--- config.mk ---
export PLATFORM = sky130hd
export DESIGN_NAME = cntr_16
export DESIGN_NICKNAME = d
export VERILOG_FILES = /design/src/rtl/cntr_16.sv
export SDC_FILE = /design/constraint.sdc
export NUM_CORES = 1
export LEC_CHECK = 0
export ABC_AREA = 1
export BUFFER_PORTS_ARGS = -buffer_cell sky130_fd_sc_hd__buf_2
export CORE_MARGIN = 10
export CORE_UTILIZATION = 50
export DETAILED_ROUTE_END_ITERATION = 8
export PLACE_DENSITY = 0.79
export SYNTH_ARGS = -nofsm -noshare
export SYNTH_HDL_FRONTEND = slang
export SYNTH_SLANG_ARGS = --single-unit
--- constraint.sdc ---
create_clock -name clk -period 3.12 [get_ports clk]
set_input_delay 0 -clock clk [delete_from_list [all_inputs] [get_ports clk]]
set_output_delay 0 -clock clk [all_outputs]
set_load 0.02 [all_outputs]
--- src/rtl/cntr_16.sv ---
// ---------------------------------------------------------------------------
// cntr_16 : free-running binary up-counter with clock enable
//
// Counts rising clock edges while ce is high and wraps modulo 2^WIDTH.
// A combinational terminal-count flag lets several of these be chained
// by feeding one stage's tc into the next stage's ce.
//
// Parameters
//   WIDTH    counter width in bits (16 is the intended configuration)
//   RST_VAL  value forced onto the counter while rst is high
//
// Ports
//   clk   in   1          rising-edge clock
//   rst   in   1          asynchronous reset, active-high
//   ce    in   1          count enable, active-high, sampled on rising clk
//   out   out  WIDTH      count value, ascending range: out[0] is the MSB
//   tc    out  1          terminal count: (count == all ones) & ce
// ---------------------------------------------------------------------------
module cntr_16 #(
    parameter int unsigned      WIDTH   = 16,
    parameter logic [WIDTH-1:0] RST_VAL = '0
) (
    input  logic             clk,
    input  logic             rst,
    input  logic             ce,
    output logic [0:WIDTH-1] out,
    output logic             tc
);

    localparam logic [WIDTH-1:0] ALL_ONES = {WIDTH{1'b1}};
    localparam logic [WIDTH-1:0] ONE      = {{(WIDTH-1){1'b0}}, 1'b1};

    // Counter state, held in conventional descending order internally.
    logic [WIDTH-1:0] r_count;
    logic [WIDTH-1:0] w_count_next;
    logic             w_at_max;

    // Natural modulo-2^WIDTH increment: the carry out of the MSB is dropped,
    // so all-ones rolls over to zero with no sticky indication.
    assign w_count_next = r_count + ONE;
    assign w_at_max     = (r_count == ALL_ONES);

    always_ff @(posedge clk or posedge rst) begin
        if (rst) begin
            r_count <= RST_VAL;
        end else if (ce) begin
            r_count <= w_count_next;
        end
    end

    // Assignment between differently-ordered ranges is positional
    // (left-most to left-most), so out[0] receives r_count[WIDTH-1], the MSB.
    assign out = r_count;

    // High in the cycle before the wrap edge. Gated by rst so the flag stays
    // low during reset even if RST_VAL were chosen as all ones.
    assign tc = w_at_max & ce & ~rst;

endmodule

[Word-level counts from Yosys, hierarchy flattened]
Index checks and enable logic that the tools add are counted.
Word-level totals
  register bits after elaboration: 16
  bits of input ports: 3
  output and inout port bits: 17
  word-level logic and storage cells: 6
Cells by class
  add/subtract/negate cells: 1
  equality and inequality tests: 1
  bitwise logic cells: 3
Operators by type and width (number)
  $add 16x1->16 const B: 1
  $eq 16x16->1 const B: 1
  $and 1x1->1: 2
  $not 1->1: 1

[Logic depth before layout (Yosys ltp)]
Gate-level depths: netlist (run 1).
  word-level depth: 3
  depth in mapped cells: 8
  gate-level depth less buffers: 8

[Least setup slack after synthesis (run 1)]
No wires, ideal clock.
  path type: reg2out
  start point: register r_count[0], in the netlist out[15]
  end point: output tc
  arrival: 1469 ps
  data required time: 3120 ps
  setup slack: 1651 ps
  cell stages (with the launch flop): 6
  path buffers: 0
  cell sequence: dfrtp_1 ha_1 nand3_1 nor3_4 nand3_2 nor2_1
Between the ends
  longest elaborated chain between the ends: 3
Ends and longest elaborated chain
  start: declaration: line 34  | logic [WIDTH-1:0] r_count;
  start signal: assignment: line 47  | r_count <= w_count_next;
  $eq 16x16->1: line 41  | assign w_at_max = (r_count == ALL_ONES);
  $and 1x1->1 (2 in series): line 57  | assign tc = w_at_max & ce & ~rst;
  end: declaration: line 27  | output logic tc
Every way passes these cells.

[Final worst setup path (run 1)]
Ends and elaborated chain as after synthesis.

==> metrics.md, run 1 <==
| Metric | Value |
|---|---|
| Outcome | complete, no violations |
| Clk root buf | clkbuf_4 |
| Number of flip-flops in the largest register | 16 |
| Cts hold-fix bufs | 1 |
| YS warnings | 0 |
| Antenna violations before repair | 0 |
| Die Wd | 62.54 um |
| Commonest cells after routing, fill and taps aside | 32 x nand2_1, 19 x buf_2, 18 x inv_1, 16 x dfrtp_1, 10 x nor2_1 |
| Buf/Inv on CP | 1 |
| Die area | 3911 sq um |
| CP endpoint kind | output port |
| Final WL | 1816 um |
| H-tree levels | 1 |
| Reg area | 400.4 sq um |
| Multi-input gate area | 432.9 sq um |
| DR vias/cell | 4.777 |
| RR Startpoint | out[15]$_DFFE_PP0P_ |
| Hold path cells | 3 |
| Flop2flop setup slack | 1720 ps |
| Drt first-iter violations | 28 |
| WL/cell | 11.57 um |
| Combinational Power Share | 0.295 |
| Critical Path, Cell by Cell | ha_1 -> nand3_1 -> nor3_4 -> nand3_2 -> nor2_1 -> buf_2 |
| Core area | 1727 sq um |
| Reg clk slew, reported paths | 90 ps |
| DP HPWL | 1443 um |
| Part of the power in registers | 0.514 |
| Seq/Total Area, Yosys | 0.4426 |
| Synthesized area | 904.6 sq um |
| GRT Resource Usage Total | 0.1013 |
| Sw power | 216.4 uW |
| CTS Buf Count | 3 |
| Leading area contributor after synthesis | dfrtp_1 |
| # IOs | 20 |
| Synth top area share | 0.4426 |
| Diodes inserted | 0 |
| Gp weighted congestion | 0.8294 |
| Most common cell after layout, fill and taps aside | nand2_1 |
| Hold WS | 3.260 ps |
| Initial Util | 0.5239 |
| Worst-skew pair later-pin latency | 280 ps |
| Top post-synthesis cells by area | dfrtp_1 44%, nand2_1 13%, inv_1 7.5%, nor2_1 4.1%, xnor2_1 3.9% |
| Clock network power share | 0.191 |
| Fin. Hold Viols | 0 |
| Max Cap Violations | 0 |
| Fmax | 587.9 MHz |
| First-pass GRT wire length | 3325 um |
| Vias in the first global route | 739 |
| Grt total ovfl | 0 |
| CP max FO | 6 |
| Internal Power | 345.4 uW |
| #FFs+latches synth | 16 |
| Post-synthesis net count | 113 |
| Synth Area per Inst | 8.299 sq um |
| Crit path kind | flop to output port |
| Slew HR | 0.5814 |
| CTS resizes | 0 |
| Sinks on Clock Net | 16 |
| CP max stage delay | 420 ps |
| Switching share of power | 0.3852 |
| Die H | 62.54 um |
| Setup TNS | 0 ps |
| Setup-failing EPs final | 0 |
| Drt drc | 0 |
| RSZ-0062 raised after global routing | false |
| Max clock buf depth | 2 |
| Class of the tightest hold or removal check | input pin to flop |
| Register-to-Register Path Depth | 6 |
| Final Cycle Share | 0.5452 |
| Cells after synthesis | 109 |
| Post-CTS Repair Setup Buffers | 0 |
| Fill count | 172 |
| PwrDens | 528.2 nW/um^2 |
| Netlist cell types | 20 |
| Reg2reg end | out[3]$_DFFE_PP0P_ |
| Final ANT Viol Nets | 0 |
| Std cell rows | 15 |
| Critical path's top delay family | simple AND/OR/NAND/NOR gates |
| Routed vias | 750 |
| CP max-delay cell | dfrtp_1 |
| Crit start category | flop |
| Worst VDD drop | 0.4334 mV |
| Worst path required time | 3120 ps |
| Setup Skew | 1.352 ps |
| Final Slew Violations | 0 |
| Pin count of the biggest net entering global routing | 18 |
| Area Overhead vs Synth | 17.57% |
| Critical Path AT | 1700 ps |
| Least-Margin Pin Slew | 627.2 ps |
| IO buf count | 19 |
| # nets final | 138 |
| HP Start | ce |
| Hold endpoint | out[14]$_DFFE_PP0P_ |
| Fraction of layout cells with a size suffix above 1 | 0.2576 |
| CTS tree | built |
| First-pass iteration count of the detailed router | 4 |
| Static Leak | 0.0006271 uW |
| Min Clock Period, post-route | 1701 ps |
## how the worst max path moves through the flow
| stage | startpoint | end | slack [ps] | cells after the start |
|---|---|---|---|---|
| 2_1_floorplan | out[15]$_DFFE_PP0P_ | tc | 1650 | 5 |
| 3_3_place_gp | out[15]$_DFFE_PP0P_ | tc | 1790 | 6 |
| 3_5_place_dp | out[15]$_DFFE_PP0P_ | tc | 1710 | 6 |
| 4_1_cts | out[15]$_DFFE_PP0P_ | tc | 1400 | 6 |
| 5_1_grt | out[15]$_DFFE_PP0P_ | tc | 1230 | 6 |
| 6_report | out[15]$_DFFE_PP0P_ | tc | 1420 | 6 |
## metal layers
layer / wire length, um / track usage / vias to the layer above
li1: - / - / 380
met1: 773 / 0.1108 / 349
met2: 912 / 0.1756 / 17
met3: 103 / 0.03226 / 4
met4: 26 / 0.04190 / 0
met5: 0 / 0 / -
## cell families after synthesis
logic type | synth area share
buf+inv | 0.07883
compound gates | 0.02212
flops | 0.4426
simple gates | 0.3665
fa+ha+maj | 0.01383
xor+xnor | 0.07608
## per-stage QoR
step | power, uW | area (sq um) | setup WS, ps | util | cells
global placement | 453.3 | 1031 | 1789 | 0.5971 | 153
global route | 600.8 | 1064 | 1228 | 0.6159 | 157
finish | 561.8 | 1064 | 1419 | 0.6159 | 157
CTS | 568.0 | 1064 | 1401 | 0.6159 | 157
detailed placement | 460.0 | 1031 | 1714 | 0.5971 | 153
floorplan | 399.7 | 904.6 | 1651 | - | 109
## worst register-to-register path: cells and delay by family (launching register included)
family	cells	cell delay [ps]
fa+ha+maj	1	220
flops	1	420
simple gates	5	650
## area by class of cell
type | count | share of cell area
Clock buffer | 3 | 0.02118
Inverter | 19 | 0.06706
Multi-Input combinational cell | 74 | 0.4071
Sequential cell | 16 | 0.3765
Tap cell | 25 | 0.02941
Timing Repair Buffer | 20 | 0.09882
## synthesized netlist by cell type (all sizes together)
cell type	count
xor2	3
inv	19
ha	1
nand3	7
xnor2	4
o21bai	2
nor3	1
nand4	4
o21ai	1
nor2	13
dfrtp	16
nand3b	2
nand2	36
## power by group through the flow
| stage | logic [uW] | registers, uW | clock network [uW] |
|---|---|---|---|
| after detailed placement | 168 | 292 | 0 |
| after global routing | 180 | 296 | 124 |
| after global placement | 164 | 290 | 0 |
| after CTS | 170 | 289 | 109 |
| final | 166 | 289 | 107 |
| after floorplan | 71.2 | 328 | 0 |
Note: power is estimated with default switching activity, not from simulation.
==> run 2: changes to the inputs <==
==> constraint.sdc (replaced) <==
create_clock -name clk -period 1.7 [get_ports clk]
set_input_delay 0 -clock clk [delete_from_list [all_inputs] [get_ports clk]]
set_output_delay 0 -clock clk [all_outputs]
set_load 0.02 [all_outputs]
==> metrics.md, run 2 (synthesis gave the netlist of run 1 again) <==
| Metric | Value |
|---|---|
| Hold WS | 11.40 ps (+8.145 ps) |
| Fmax | 614.6 MHz |
| Crit path kind | flop to output port |
| Buf/Inv on CP | 1 (unchanged) |
| Antenna violations before repair | 0 (unchanged) |
| Fin. Hold Viols | 0 (unchanged) |
| Worst-skew pair later-pin latency | 280 ps (about the same) |
| Critical path's top delay family | simple AND/OR/NAND/NOR gates |
| Setup Skew | 3.969 ps (+2.617 ps) |
| Critical Path, Cell by Cell | ha_4 -> nand3_2 -> nor3_4 -> nand3_2 -> nor2_1 -> buf_4 |
| PwrDens | 961.3 nW/um^2 (+82%) |
| Reg clk slew, reported paths | 90 ps (about the same) |
| Area Overhead vs Synth | 23.10% |
| Initial Util | 0.5239 (unchanged) |
| Diodes inserted | 0 (unchanged) |
| Die area | 3911 sq um (unchanged) |
| Grt total ovfl | 0 (unchanged) |
| H-tree levels | 1 (unchanged) |
| Placed Cells | 154 (+0.65%) |
| CP endpoint kind | output port |
| Std cell rows | 15 (unchanged) |
| Final Cycle Share | 0.9571 |
| Flop2flop setup slack | 290 ps (-1430 ps) |
| Multi-input gate area | 450.4 sq um (+4.0%) |
| Most common cell after layout, fill and taps aside | nand2_1 |
| Clk root buf | clkbuf_4 |
| Least-Margin Pin Slew | 230.9 ps (-396.3 ps) |
| Vias in the first global route | 728 (-1.5%) |
| M1 wire length | 824 um (+6.6%) |
| Reg area | 400.4 sq um (unchanged) |
| Core area | 1727 sq um (unchanged) |
| Sw power | 409.4 uW (+89%) |
| CP max FO | 4 (-2) |
| Fin cells | 161 (+2.5%) |
| Hold path cells | 3 (unchanged) |
| Static Leak | 0.0006485 uW (+3.4%) |
| Number of flip-flops in the largest register | 16 (unchanged) |
| WL/cell | 11.68 um (+1.0%) |
| Slew HR | 0.8456 (+0.2642) |
| Drt first-iter violations | 8 (-71%) |
| Min Clock Period, post-route | 1627 ps |
| RR Startpoint | out[14]$_DFFE_PP0P_ |
| IO buf count | 19 (unchanged) |
| Fill count | 158 (-8.1%) |
| # nets final | 142 (+2.9%) |
| Commonest cells after routing, fill and taps aside | 32 x nand2_1, 18 x inv_1, 18 x buf_2, 16 x dfrtp_1, 10 x nor2_1 |
| HP Start | ce |
| Routed vias | 763 (+1.7%) |
| Final WL | 1881 um (+3.6%) |
| Register-to-Register Path Depth | 7 (+1) |
| First-pass GRT wire length | 3187 um (-4.2%) |
| Die H | 62.54 um (unchanged) |
| CP max stage delay | 430 ps (about the same) |
| Drt drc | 0 (unchanged) |
| Max clock buf depth | 2 (unchanged) |
| Part of the power in registers | 0.500 (-0.014) |
| Critical Path AT | 1630 ps (-70 ps) |
| CTS Buf Count | 3 (unchanged) |
| Met3 WL | 107 um (+3.9%) |
| GRT Resource Usage Total | 0.09696 (-0.004354) |
| DR vias/cell | 4.739 (-0.79%) |
| Die Wd | 62.54 um (unchanged) |
| Max Cap Violations | 0 (unchanged) |
| Internal Power | 661.1 uW (+91%) |
| DR WL met2 | 936 um (+2.6%) |
| DP HPWL | 1465 um (+1.5%) |
| Worst path required time | 1700 ps (-1420 ps) |
| Final ANT Viol Nets | 0 (unchanged) |
| Worst VDD drop | 0.7442 mV (+72%) |
| Class of the tightest hold or removal check | input pin to flop |
| Crit start category | flop |
| Clock network power share | 0.183 (-0.008) |
| First-pass iteration count of the detailed router | 4 (unchanged) |
| # IOs | 20 (unchanged) |
| Pin count of the biggest net entering global routing | 17 (-1) |
| Sinks on Clock Net | 16 (unchanged) |
| Fraction of layout cells with a size suffix above 1 | 0.2941 (+0.03654) |
| CP max-delay cell | dfrtp_1 |
| Finished Core Util | 0.6449 (+0.02899) |
| Final Slew Violations | 0 (unchanged) |
| Setup-failing EPs final | 0 (unchanged) |
| Combinational Power Share | 0.317 (+0.022) |
| Top sig layer | met4 |
| Reg2reg end | out[1]$_DFFE_PP0P_ |
| CTS tree | built |
| Gp weighted congestion | 0.8471 (+2.1%) |
| Outcome | complete, no violations |
| Hold endpoint | out[14]$_DFFE_PP0P_ |
| Switching share of power | 0.3824 (-0.002774) |
| Most frequent CP cell | nand3_2 |
[run 2: cell types whose count changed in the layout (fill, tap and decap cells not counted)]
cell     previous run  this run
buf_4               0         5
buf_2              19        18
ha_1                1         0
ha_4                0         1
nand3_1             5         4
nand3_2             2         3
[run 2: area by class of cell]
cell class                 count  share of cell area
multi-input combinational     74              0.4045
tap                           25             0.02809
timing repair buffer          24              0.1236
clock buffer                   3             0.02022
inverter                      19             0.06404
sequential                    16              0.3595
[run 2: power groups by stage]
stage,registers (uW),clock network (uW),logic (uW)
after floorplan,603,0,131
after global placement,532,0,303
after detailed placement,535,0,306
after CTS,528,200,310
after global routing,550,217,369
final,536,195,339
[run 2: how the worst max path moves through the flow]
stage	startpoint	depth (start not counted)	end
after floorplan	out[15]$_DFFE_PP0P_	5	tc
after global placement	out[15]$_DFFE_PP0P_	6	tc
after detailed placement	out[15]$_DFFE_PP0P_	6	tc
after CTS	out[15]$_DFFE_PP0P_	6	tc
after global routing	out[15]$_DFFE_PP0P_	6	tc
final	out[14]$_DFFE_PP0P_	6	tc
[run 2: repair_timing]
item	CTS	global route
setup endpoints to repair	0	1
hold endpoints to repair	16	0
resized for setup	0	4
buffers inserted	0	3
hold buffers	1	0
[run 2: stage by stage]
stage | power [uW] | instance area, sq um | worst slack, ps | TNS, ps
global route | 1136 | 1114 | -25.52 | -25.52
finish | 1071 | 1114 | 72.92 | 0
global placement | 834.3 | 1039 | 368.5 | 0
floorplan | 733.5 | 904.6 | 230.5 | 0
detailed placement | 841.5 | 1039 | 320.1 | 0
CTS | 1038 | 1071 | 7.604 | 0
[run 2: worst min-delay path, delay by kind of cell]
family        cells  cell delay [ps]
buf+inv           1              140
simple gates      2              120
[run 2: per-layer routing]
layer	track usage	vias up
met2	0.1641	12
li1	-	389
met5	0	-
met1	0.1088	360
met4	0.03631	0
met3	0.03405	2
